File: src/rtl/jmp_forward_hist.sv
// Operand forwarding for the jump-target/compare path: keeps a DEPTH-entry history
// of write-backs and returns the youngest in-flight value for SEL, else the register-file read Y.
module jmp_forward_hist #(
    parameter int DATA_W = 16,
    parameter int NREG   = 4,
    parameter int SEL_W  = 3,
    parameter int DEPTH  = 2,
    parameter int CNT_W  = 16,
    localparam int AGE_W = $clog2(DEPTH + 1)
) (
    input  logic              CLK,
    input  logic              RST_N,
    input  logic              EN,
    input  logic              FLUSH,
    input  logic [DATA_W-1:0] BUS,
    input  logic [NREG-1:0]   LD,
    input  logic [SEL_W-1:0]  SEL,
    input  logic [DATA_W-1:0] Y,
    output logic [DATA_W-1:0] Y_SEL,
    output logic              HIT,
    output logic [AGE_W-1:0]  HIT_AGE,
    output logic [CNT_W-1:0]  FWD_CNT
);

    typedef struct packed {
        logic [DATA_W-1:0] data;
        logic [NREG-1:0]   ld;
    } entry_t;

    localparam logic [CNT_W-1:0] CNT_MAX = '1;

    entry_t          hist [1:DEPTH];
    logic [NREG-1:0] sel_mask;

    // Register i is flagged by LD bit NREG-1-i; out-of-range selectors get an empty mask.
    always_comb begin
        sel_mask = '0;
        if (int'(SEL) < NREG) begin
            sel_mask = NREG'(1) << (NREG - 1 - int'(SEL));
        end
    end

    // NOTE: every output gets a default before any conditional assignment, so no latch is inferred.
    always_comb begin
        Y_SEL   = Y;
        HIT     = 1'b0;
        HIT_AGE = '0;
        if (|(LD & sel_mask)) begin
            Y_SEL = BUS;
            HIT   = 1'b1;
        end else begin
            // Scan oldest to youngest so the youngest matching entry is the last writer.
            for (int k = DEPTH; k >= 1; k--) begin
                if (|(hist[k].ld & sel_mask)) begin
                    Y_SEL   = hist[k].data;
                    HIT     = 1'b1;
                    HIT_AGE = AGE_W'(k);
                end
            end
        end
    end

    // NOTE: the history is a handful of flops, not a RAM, so it is reset like any other state.
    always_ff @(posedge CLK or negedge RST_N) begin
        if (!RST_N) begin
            for (int k = 1; k <= DEPTH; k++) begin
                hist[k] <= '0;
            end
        end else if (FLUSH) begin
            for (int k = 1; k <= DEPTH; k++) begin
                hist[k].ld <= '0;
            end
        end else if (EN) begin
            // NOTE: non-blocking assignments let every entry shift from its pre-edge neighbour.
            hist[1] <= '{data: BUS, ld: LD};
            for (int k = 2; k <= DEPTH; k++) begin
                hist[k] <= hist[k-1];
            end
        end
    end

    // Hit statistics: only cycles that actually advance the pipeline are counted.
    always_ff @(posedge CLK or negedge RST_N) begin
        if (!RST_N) begin
            FWD_CNT <= '0;
        end else if (HIT && EN && !FLUSH && (FWD_CNT != CNT_MAX)) begin
            FWD_CNT <= FWD_CNT + 1'b1;
        end
    end

endmodule

File: config.mk
export PLATFORM = sky130hd
export DESIGN_NAME = jmp_forward_hist
export DESIGN_NICKNAME = d
export VERILOG_FILES = /design/src/rtl/jmp_forward_hist.sv
export SDC_FILE = /design/constraint.sdc
export NUM_CORES = 1
export LEC_CHECK = 0
export ABC_CLOCK_PERIOD_IN_PS = 3000
export BUFFER_PORTS_ARGS = -buffer_cell sky130_fd_sc_hd__buf_4
export CORE_UTILIZATION = 35
export CTS_CLUSTER_SIZE = 10
export DETAILED_ROUTE_END_ITERATION = 10
export PLACE_DENSITY = 0.62
export SLEW_MARGIN = 20
export SYNTH_ARGS = -nofsm -noshare
export SYNTH_HDL_FRONTEND = slang
export SYNTH_SLANG_ARGS = --single-unit
File: constraint.sdc
create_clock -name CLK -period 3 [get_ports CLK]
set_input_delay 0.6 -clock CLK [delete_from_list [all_inputs] [get_ports CLK]]
set_output_delay 0.6 -clock CLK [all_outputs]
set_load 0.02 [all_outputs]
* Word level (Yosys, flattened, before mapping)
Cells that the tools add are included.
** Word-level totals
- Register bits after elaboration :: 56
- Word-level logic and storage cells :: 36
- Input port bits :: 43
- Output and inout port bits :: 35
** Operators by class
- Eq/ne operators :: 1
- Add/sub/neg operators :: 2
- Reduce and logical (&&, ||, !) cells :: 9
- Order comparisons :: 1
- Bitwise operators :: 4
- Shift-type cells :: 1
- Multiplexer cells :: 13
** Operator list (count)
- 2-to-1 mux 16 bit :: 3
- << shifter 1 x 32 -> 4 bit (first input constant) :: 1
- 2-to-1 mux 24 bit :: 1
- adder 16 x 1 -> 16 bit (second input constant) :: 1
- != test 16 bit (second input constant) :: 1
- bitwise AND 4 bit :: 3
- 2-to-1 mux 4 bit :: 3
- OR reduction 4 bit :: 3
- 2-to-1 mux 2 bit :: 3
- subtractor 2 x 3 -> 4 bit (first input constant) :: 1
- logical AND 1 bit :: 3
- less-than comparator 3 bit (second input constant) :: 1
- 2-to-1 mux 1 bit :: 3
- AND reduction 2 bit :: 1
- nonzero test 2 bit :: 1
- zero test 1 bit :: 1
- inverter 1 bit :: 1

* Logic depth before layout (Yosys ltp)
Gate-level depths: netlist of the first run.
- Depth after elaboration :: 11
- Gate-level depth with buffers :: 7
- Depth with buffers taken out :: 6

* Worst setup path before layout of the first run
Ideal clock, no wire load.
- Kind :: input -> output
- From :: input SEL[0]
- To :: output Y_SEL[0]
- Path buffers :: 2
- Stages :: 7
- Arrival time :: 2150 ps
- Slack :: 250 ps
- Data required time :: 2400 ps
- Path through :: buf_4 > mux2i_1 > o22ai_2 > nor3_1 > clkbuf_1 > a22oi_1 > nand2_1
** On the way
- Word-level cells in the longest chain between the ends :: 8
- Elaborated cells between the ends (all ways) :: 13
- Classes of those cells :: add/sub: 1; order compare: 1; shift: 1; mux: 4; bitwise: 3; reduce/logical: 3
** Ends and longest elaborated chain
- from (decl) :: line 17 : input logic [SEL_W-1:0] SEL,
- subtractor 2 x 3 -> 4 bit :: line 39 : sel_mask = NREG'(1) << (NREG - 1 - int'(SEL));
- << shifter 1 x 32 -> 4 bit :: line 39
- 2-to-1 mux 4 bit * :: line 38 : if (int'(SEL) < NREG) begin
- bitwise AND 4 bit :: line 54 : if (|(hist[k].ld & sel_mask)) begin
- OR reduction 4 bit :: line 54
- 2-to-1 mux 16 bit (2 in a row) :: line 54
- 2-to-1 mux 16 bit * :: line 48 : if (|(LD & sel_mask)) begin
- to (decl) :: line 19 : output logic [DATA_W-1:0] Y_SEL,
Mark *: on every way between the ends. The rest lies on a longest branch, timed or not.

* Worst setup path after layout of the first run
- From :: input SEL[1]
- To :: output Y_SEL[6]
The elaborated chain is that of the path after synthesis.

==> flow_summary.json, run 1 <==
{
  "run_status": "finished, final reports clean",
  "reg2reg_setup_slack_ns": 1.15,
  "grtUsageMet3_pct": 2.93,
  "reg2reg_depth": 6,
  "grt_max_degree": 57,
  "r2r-start": "FWD_CNT[0]",
  "hold_buffers": 0,
  "fin_nets": 429,
  "first_iter_violations": 161,
  "syn_area_um2": 2790,
  "ys_seq_elements": 56,
  "clkSlewWorstSetupHoldPaths_ns": 0.09,
  "routed_wirelength_mm": 6.87,
  "chipWidth_um": 91.2,
  "root_buffer": "clkbuf_8",
  "rows": 32,
  "cp.required_ns": 2.40,
  "worstHoldPathType": "primary input to asynchronous set/reset pin",
  "grt_usage_pct": 17.3,
  "synth_top_family_by_area": "simple AND/OR/NAND/NOR gates",
  "synth_ff_type": "dfrtp_1",
  "grtUsageMet2_pct": 28.5,
  "worst-path-max-fanout": 6,
  "synth-async-reset-ratio_pct": 100,
  "end_kind": "primary output",
  "synth_edf_count": 0,
  "synth_top_area_share_pct": 50.3,
  "drive_gt1_share_pct": 26.2,
  "postRouteAntennaNets": 0,
  "hold_viol": 0,
  "ys_types": 36,
  "cts_tree": "done",
  "cts_sinks": 56,
  "dr.pass1.iters": 5,
  "synth_cells": 309,
  "start_kind": "primary input",
  "num-fill-cells": 750,
  "synth_warnings": 0,
  "busiest_layer": "met2",
  "post-cts-setup-buffer-count": 0,
  "synth_compound_area_share_pct": 11.6,
  "portBuffers": 77,
  "register_area_um2": 1400,
  "io_pins": 78,
  "fin_skew_ns": 0.00961,
  "gr-usage-met1_pct": 23.7,
  "min_period_over_period_pct": 94.9,
  "cts_buffers": 5,
  "grt.overflow.total": 0,
  "yosysTopAreaCell": "dfrtp_1",
  "ctsLongestPathBuffers": 2,
  "tightest_slew_ns": 0.704,
  "dieArea_um2": 8320,
  "h-tree-depth": 2,
  "synthMuxAreaShare_pct": 5.43,
  "rr_endpoint": "FWD_CNT[1]",
  "cp_data_arrival_time_ns": 2.25,
  "antennaDiodeCount": 0,
  "multi_input_area_um2": 1300,
  "grt_first_pass_wirelength_mm": 11.5,
  "via_per_inst": 4.94,
  "ys_seq_area_share_pct": 50.3,
  "pre_cts_slack_ns": 0.182,
  "place_congestion": 0.719,
  "area_growth_pct": 28.5,
  "maxSlewHeadroom_pct": 53.0,
  "hold_ws_ns": 0.328,
  "clk_latency_ns": 0.32,
  "wire_per_inst_um": 14.1,
  "final.setup.tns_ns": 0,
  "power.total_mw": 1.82,
  "p_leak_nw": 1.83,
  "grt_pass1_vias": 2306,
  "ir_drop_mv": 0.205,
  "min_period_ns": 2.85,
  "drc_errors": 0,
  "synth_xor_area_share_pct": 4.71,
  "fin_ws_ns": 0.154,
  "vias": 2413,
  "dp_hpwl_mm": 4.79,
  "max_freq_mhz": 351,
  "crit_type": "primary input to primary output",
  "syn_nets": 353,
  "synthSimpleGateAreaFrac_pct": 24.2,
  "die_h_um": 91.2,
  "core_area_um2": 7730,
  "final_max_slew_viol_count": 0,
  "setup_viol": 0,
  "antenna_found_initial": 0,
  "synthAdderAreaFrac_pct": 0.449,
  "rsz0062_at_grt": "no",
  "start_util_pct": 36.1,
  "avgSynthCellArea_um2": 9.02,
  "maxCapViolations": 0,
  "yosys-top-cells-area": "dfrtp_1 (50%), nand2_1 (15%), a22oi_1 (5.4%)",
  "cts_resized": 0,
  "p_per_area_nw_per_um2": 507
}
==> where the power goes <==
group / leakage (nW) / switching, mW / internal (mW)
combinational: 1.06 / 0.245 / 0.203
sequential: 0.727 / 0.0836 / 0.846
clock: 0.0434 / 0.251 / 0.187
total: 1.83 / 0.580 / 1.24
==> cell families (layout without fill, tap and decap cells) <==
family | after synthesis | in the layout
buffers and inverters | 19 | 96
AOI/OAI and AO/OA | 41 | 41
DFF | 56 | 56
and+or+nand+nor | 162 | 162
xor gates and xnor gates | 15 | 15
muxes | 15 | 15
adders and majority gates | 1 | 1
==> layout make-up <==
class                           count  share of cell area (%)
Sequential cell                    56                    39.1
Multi-Input combinational cell    234                    36.2
Timing Repair Buffer               87                    18.2
Tap cell                          102                    3.57
Clock buffer                        6                    2.31
Clock inverter                      2                   0.419
Inverter                            1                   0.105
==> metrics by stage <==
| stage | util [%] | instance area [µm²] | instances |
|---|---|---|---|
| 3_5_place_dp | 45.1 | 3480 | 480 |
| 5_1_grt | 46.3 | 3580 | 488 |
| 6_report | 46.3 | 3580 | 488 |
| 3_3_place_gp | 45.1 | 3480 | 480 |
| 2_1_floorplan | - | 2790 | 309 |
| 4_1_cts | 46.3 | 3580 | 488 |
==> metal layers <==
metal / up-vias / wire length [µm]
li1: 1207 / -
met4: 0 / 64
met2: 56 / 3320
met3: 5 / 300
met1: 1145 / 3190
met5: - / 0
==> critical path, cell delays in order <==
cell and delay [ns]:
buf_4 0.11, or2_1 0.31, o22ai_1 0.37, nor2_1 0.19, a222oi_1 0.36, a21oi_1 0.13
buf_4 0.17
==> worst max-delay path by stage <==
stage	startpoint	to	slack [ns]
2_1_floorplan	SEL[0]	Y_SEL[0]	0.25
3_3_place_gp	SEL[2]	Y_SEL[5]	0.23
3_5_place_dp	SEL[1]	Y_SEL[6]	0.18
4_1_cts	SEL[1]	Y_SEL[6]	0.17
5_1_grt	SEL[1]	Y_SEL[6]	0.01
6_report	SEL[1]	Y_SEL[6]	0.15
==> cell usage after synthesis (2+ instances only) <==
cell and instances:
a222oi_1 5, clkbuf_1 13, nor2_1 19, and3_1 2, nand4_1 8, o22a_1 2, xnor2_1 10, a21oi_1 5
nor3_1 3, nand3_1 8, a22oi_1 20, buf_6 2, nor4_1 3, mux2i_1 14, o22ai_1 2, xor2_1 5
o21ai_0 2, nand2_1 113, dfrtp_1 56
==> registers in the layout, summed over array words and instances, names as in the netlist <==
| name | flops |
|---|---|
| FWD_CNT | 16 |
| hist | 40 |
==> cell usage in the layout, fill, tap and decap left out, types with 2 or more instances in the layout <==
cell and count:
nand2_1 113, clkinvlp_4 2, o22ai_1 2, xor2_1 5, dfrtp_1 56, o22a_1 2
a222oi_1 5, clkbuf_8 6, xnor2_1 10, nor3_1 3, a21oi_1 5, nor2_1 19
mux2i_1 14, nor4_1 3, o21ai_0 2, a22oi_1 20, nand3_1 8, nand4_1 8
and3_1 2, buf_4 87
Note: power is estimated with default switching activity, not from simulation.
==> inputs of run 2 (changes only) <==
--- a/config.mk
+++ b/config.mk
@@ -5,12 +5,11 @@
 export SDC_FILE = /design/constraint.sdc
 export NUM_CORES = 1
 export LEC_CHECK = 0
-export ABC_CLOCK_PERIOD_IN_PS = 3000
+export ABC_CLOCK_PERIOD_IN_PS = 2300
 export BUFFER_PORTS_ARGS = -buffer_cell sky130_fd_sc_hd__buf_4
 export CORE_UTILIZATION = 35
-export CTS_CLUSTER_SIZE = 10
 export DETAILED_ROUTE_END_ITERATION = 10
-export PLACE_DENSITY = 0.62
+export PLACE_DENSITY = 0.64
 export SLEW_MARGIN = 20
 export SYNTH_ARGS = -nofsm -noshare
 export SYNTH_HDL_FRONTEND = slang
==> constraint.sdc (replaced) <==
create_clock -name CLK -period 2.3 [get_ports CLK]
set_input_delay 0 -clock CLK [delete_from_list [all_inputs] [get_ports CLK]]
set_output_delay 0 -clock CLK [all_outputs]
set_load 0.02 [all_outputs]
==> run 2 against run 1 <==
- first-iteration DRC count increased by 5.6%
- sequential power increased by 30%
- cell area increased by 5.4%
- count of clock-buffer cells in the layout decreased by 1
- largest power group unchanged
==> flow_summary.json, run 2 (synthesized netlist as in run 1, its figures left out) <==
{
  "num-fill-cells": 754,
  "final_common_cell": "nand2_1",
  "grt_max_degree": 57,
  "p_leak_nw": 1.91,
  "crit_path_frequent_cell": "buf_4",
  "postRouteAntennaNets": 0,
  "drc_errors": 0,
  "cp_data_arrival_time_ns": 2.13,
  "critical_path.slowest_cell": "dlygate4sd3_1",
  "drive_gt1_share_pct": 24.1,
  "p_per_area_nw_per_um2": 626,
  "antennaDiodeCount": 0,
  "crit_type": "primary input to primary output",
  "dr.pass1.iters": 4,
  "cp.required_ns": 2.30,
  "place_congestion": 0.769,
  "min_period_ns": 2.13,
  "grt_usage_pct": 16.9,
  "antenna_found_initial": 0,
  "chipWidth_um": 91.2,
  "maxCapViolations": 0,
  "min_to": "hist[3]",
  "fin_nets": 447,
  "hp-start": "EN",
  "dp_hpwl_mm": 4.70,
  "r2r-start": "FWD_CNT[0]",
  "clk_latency_ns": 0.31,
  "root_buffer": "clkbuf_8",
  "first_iter_violations": 170,
  "via_per_inst": 4.99,
  "ir_drop_mv": 0.274,
  "grt_pass1_vias": 2475,
  "die_h_um": 91.2,
  "io_pins": 78,
  "rsz0062_at_grt": "no",
  "cts_buffers": 5,
  "ctsLongestPathBuffers": 2,
  "worstHoldPathType": "primary input to register",
  "layout_common_cells": "nand2_1 (113), buf_4 (83), dfrtp_1 (56)",
  "top_register": "hist",
  "cpPeakStageDelay_ns": 0.54,
  "dieArea_um2": 8320,
  "max_freq_mhz": 469,
  "fin_skew_ns": 0.0111,
  "min_path_cells": 3,
  "core_area_um2": 7730,
  "routed_wirelength_mm": 6.85,
  "h-tree-depth": 2,
  "rows": 32,
  "worst-path-max-fanout": 10,
  "crit_start": "LD[2]",
  "reg2reg_depth": 6,
  "grt.overflow.total": 0,
  "cts_tree": "done",
  "path_buf_inv": 4,
  "portBuffers": 77,
  "end_kind": "primary output",
  "crit_chain": "dlygate4sd3_1 > buf_4 > mux2i_1 > o22ai_1 > nor3_1 > buf_4 > a22oi_1 > nand2_1 > buf_4",
  "vias": 2519,
  "hold_viol": 0,
  "start_kind": "primary input",
  "cpLargestDelayFamily": "buffers and inverters",
  "power.total_mw": 2.36,
  "area_growth_pct": 35.4,
  "run_status": "finished, final reports clean",
  "largest_register_ffs": 40,
  "cts_sinks": 56,
  "biggestRegsByFlops": "hist (40), FWD_CNT (16)",
  "final.setup.tns_ns": 0,
  "setup_viol": 0,
  "final_max_slew_viol_count": 0,
  "reg2reg_setup_slack_ns": 0.46,
  "wire_per_inst_um": 13.6,
  "clkSlewWorstSetupHoldPaths_ns": 0.10,
  "start_util_pct": 36.1,
  "maxSlewHeadroom_pct": 53.0,
  "tightest_slew_ns": 0.705,
  "rr_endpoint": "FWD_CNT[1]",
  "grt_first_pass_wirelength_mm": 11.3,
  "min_period_over_period_pct": 92.7
}
## run 2: timing repair
item | in CTS | in global routing
endpoints found under the hold margin | 80 | 0
endpoints found under the setup margin | 0 | 10
gates resized for setup | 0 | 3
hold buffers | 22 | 0
setup buffers | 0 | 0
## run 2: cell type report
type	count	area, µm²	share of cell area (%)
timing repair buffer	105	843	22.3
tap	102	128	3.38
clock inverter	2	16.3	0.431
inverter	1	3.75	0.0995
multi-input combinational	234	1310	34.8
sequential	56	1400	37.1
clock buffer	5	68.8	1.82
## run 2: where the power goes
group / total (mW) / internal (mW) / switching [mW]
clock network: 0.539 / 0.213 / 0.326
logic: 0.614 / 0.285 / 0.329
registers: 1.21 / 1.10 / 0.107
## run 2: through the flow
step | hold slack, ns | setup WS (ns) | instance area, µm² | util [%] | std cells
2_1_floorplan | -0.296 | 0.517 | 2790 | - | 309
3_3_place_gp | 0.102 | 0.462 | 3450 | 44.7 | 476
3_5_place_dp | 0.104 | 0.454 | 3450 | 44.7 | 476
4_1_cts | 0.0664 | 0.0374 | 3760 | 48.6 | 505
5_1_grt | 0.0903 | 0.00161 | 3770 | 48.8 | 505
6_report | 0.0730 | 0.167 | 3770 | 48.8 | 505
## run 2: worst register-to-register path, cell delays in order, from the launching register on
cell and delay [ns]:
dfrtp_1 0.43, ha_1 0.24, nand4_1 0.13, nor4_1 0.34
a311oi_2 0.09, buf_4 0.22, mux2_2 0.28
## run 2: how the worst max path moves through the flow
stage / endpoint / cells past startpoint
after floorplan: FWD_CNT[4] / 7
after global placement: FWD_CNT[1] / 6
after detailed placement: Y_SEL[15] / 6
after CTS: Y_SEL[15] / 8
after global routing: Y_SEL[6] / 6
final: Y_SEL[11] / 9
## run 2: layer usage
metal  global-route usage (%)  vias up  share of wire (%)
li1                         -     1242                  -
met1                     23.0     1205                 47
met2                     27.7       62                 48
met3                     2.43       10                3.8
met4                     5.82        0                1.6
met5                        0        -                  0
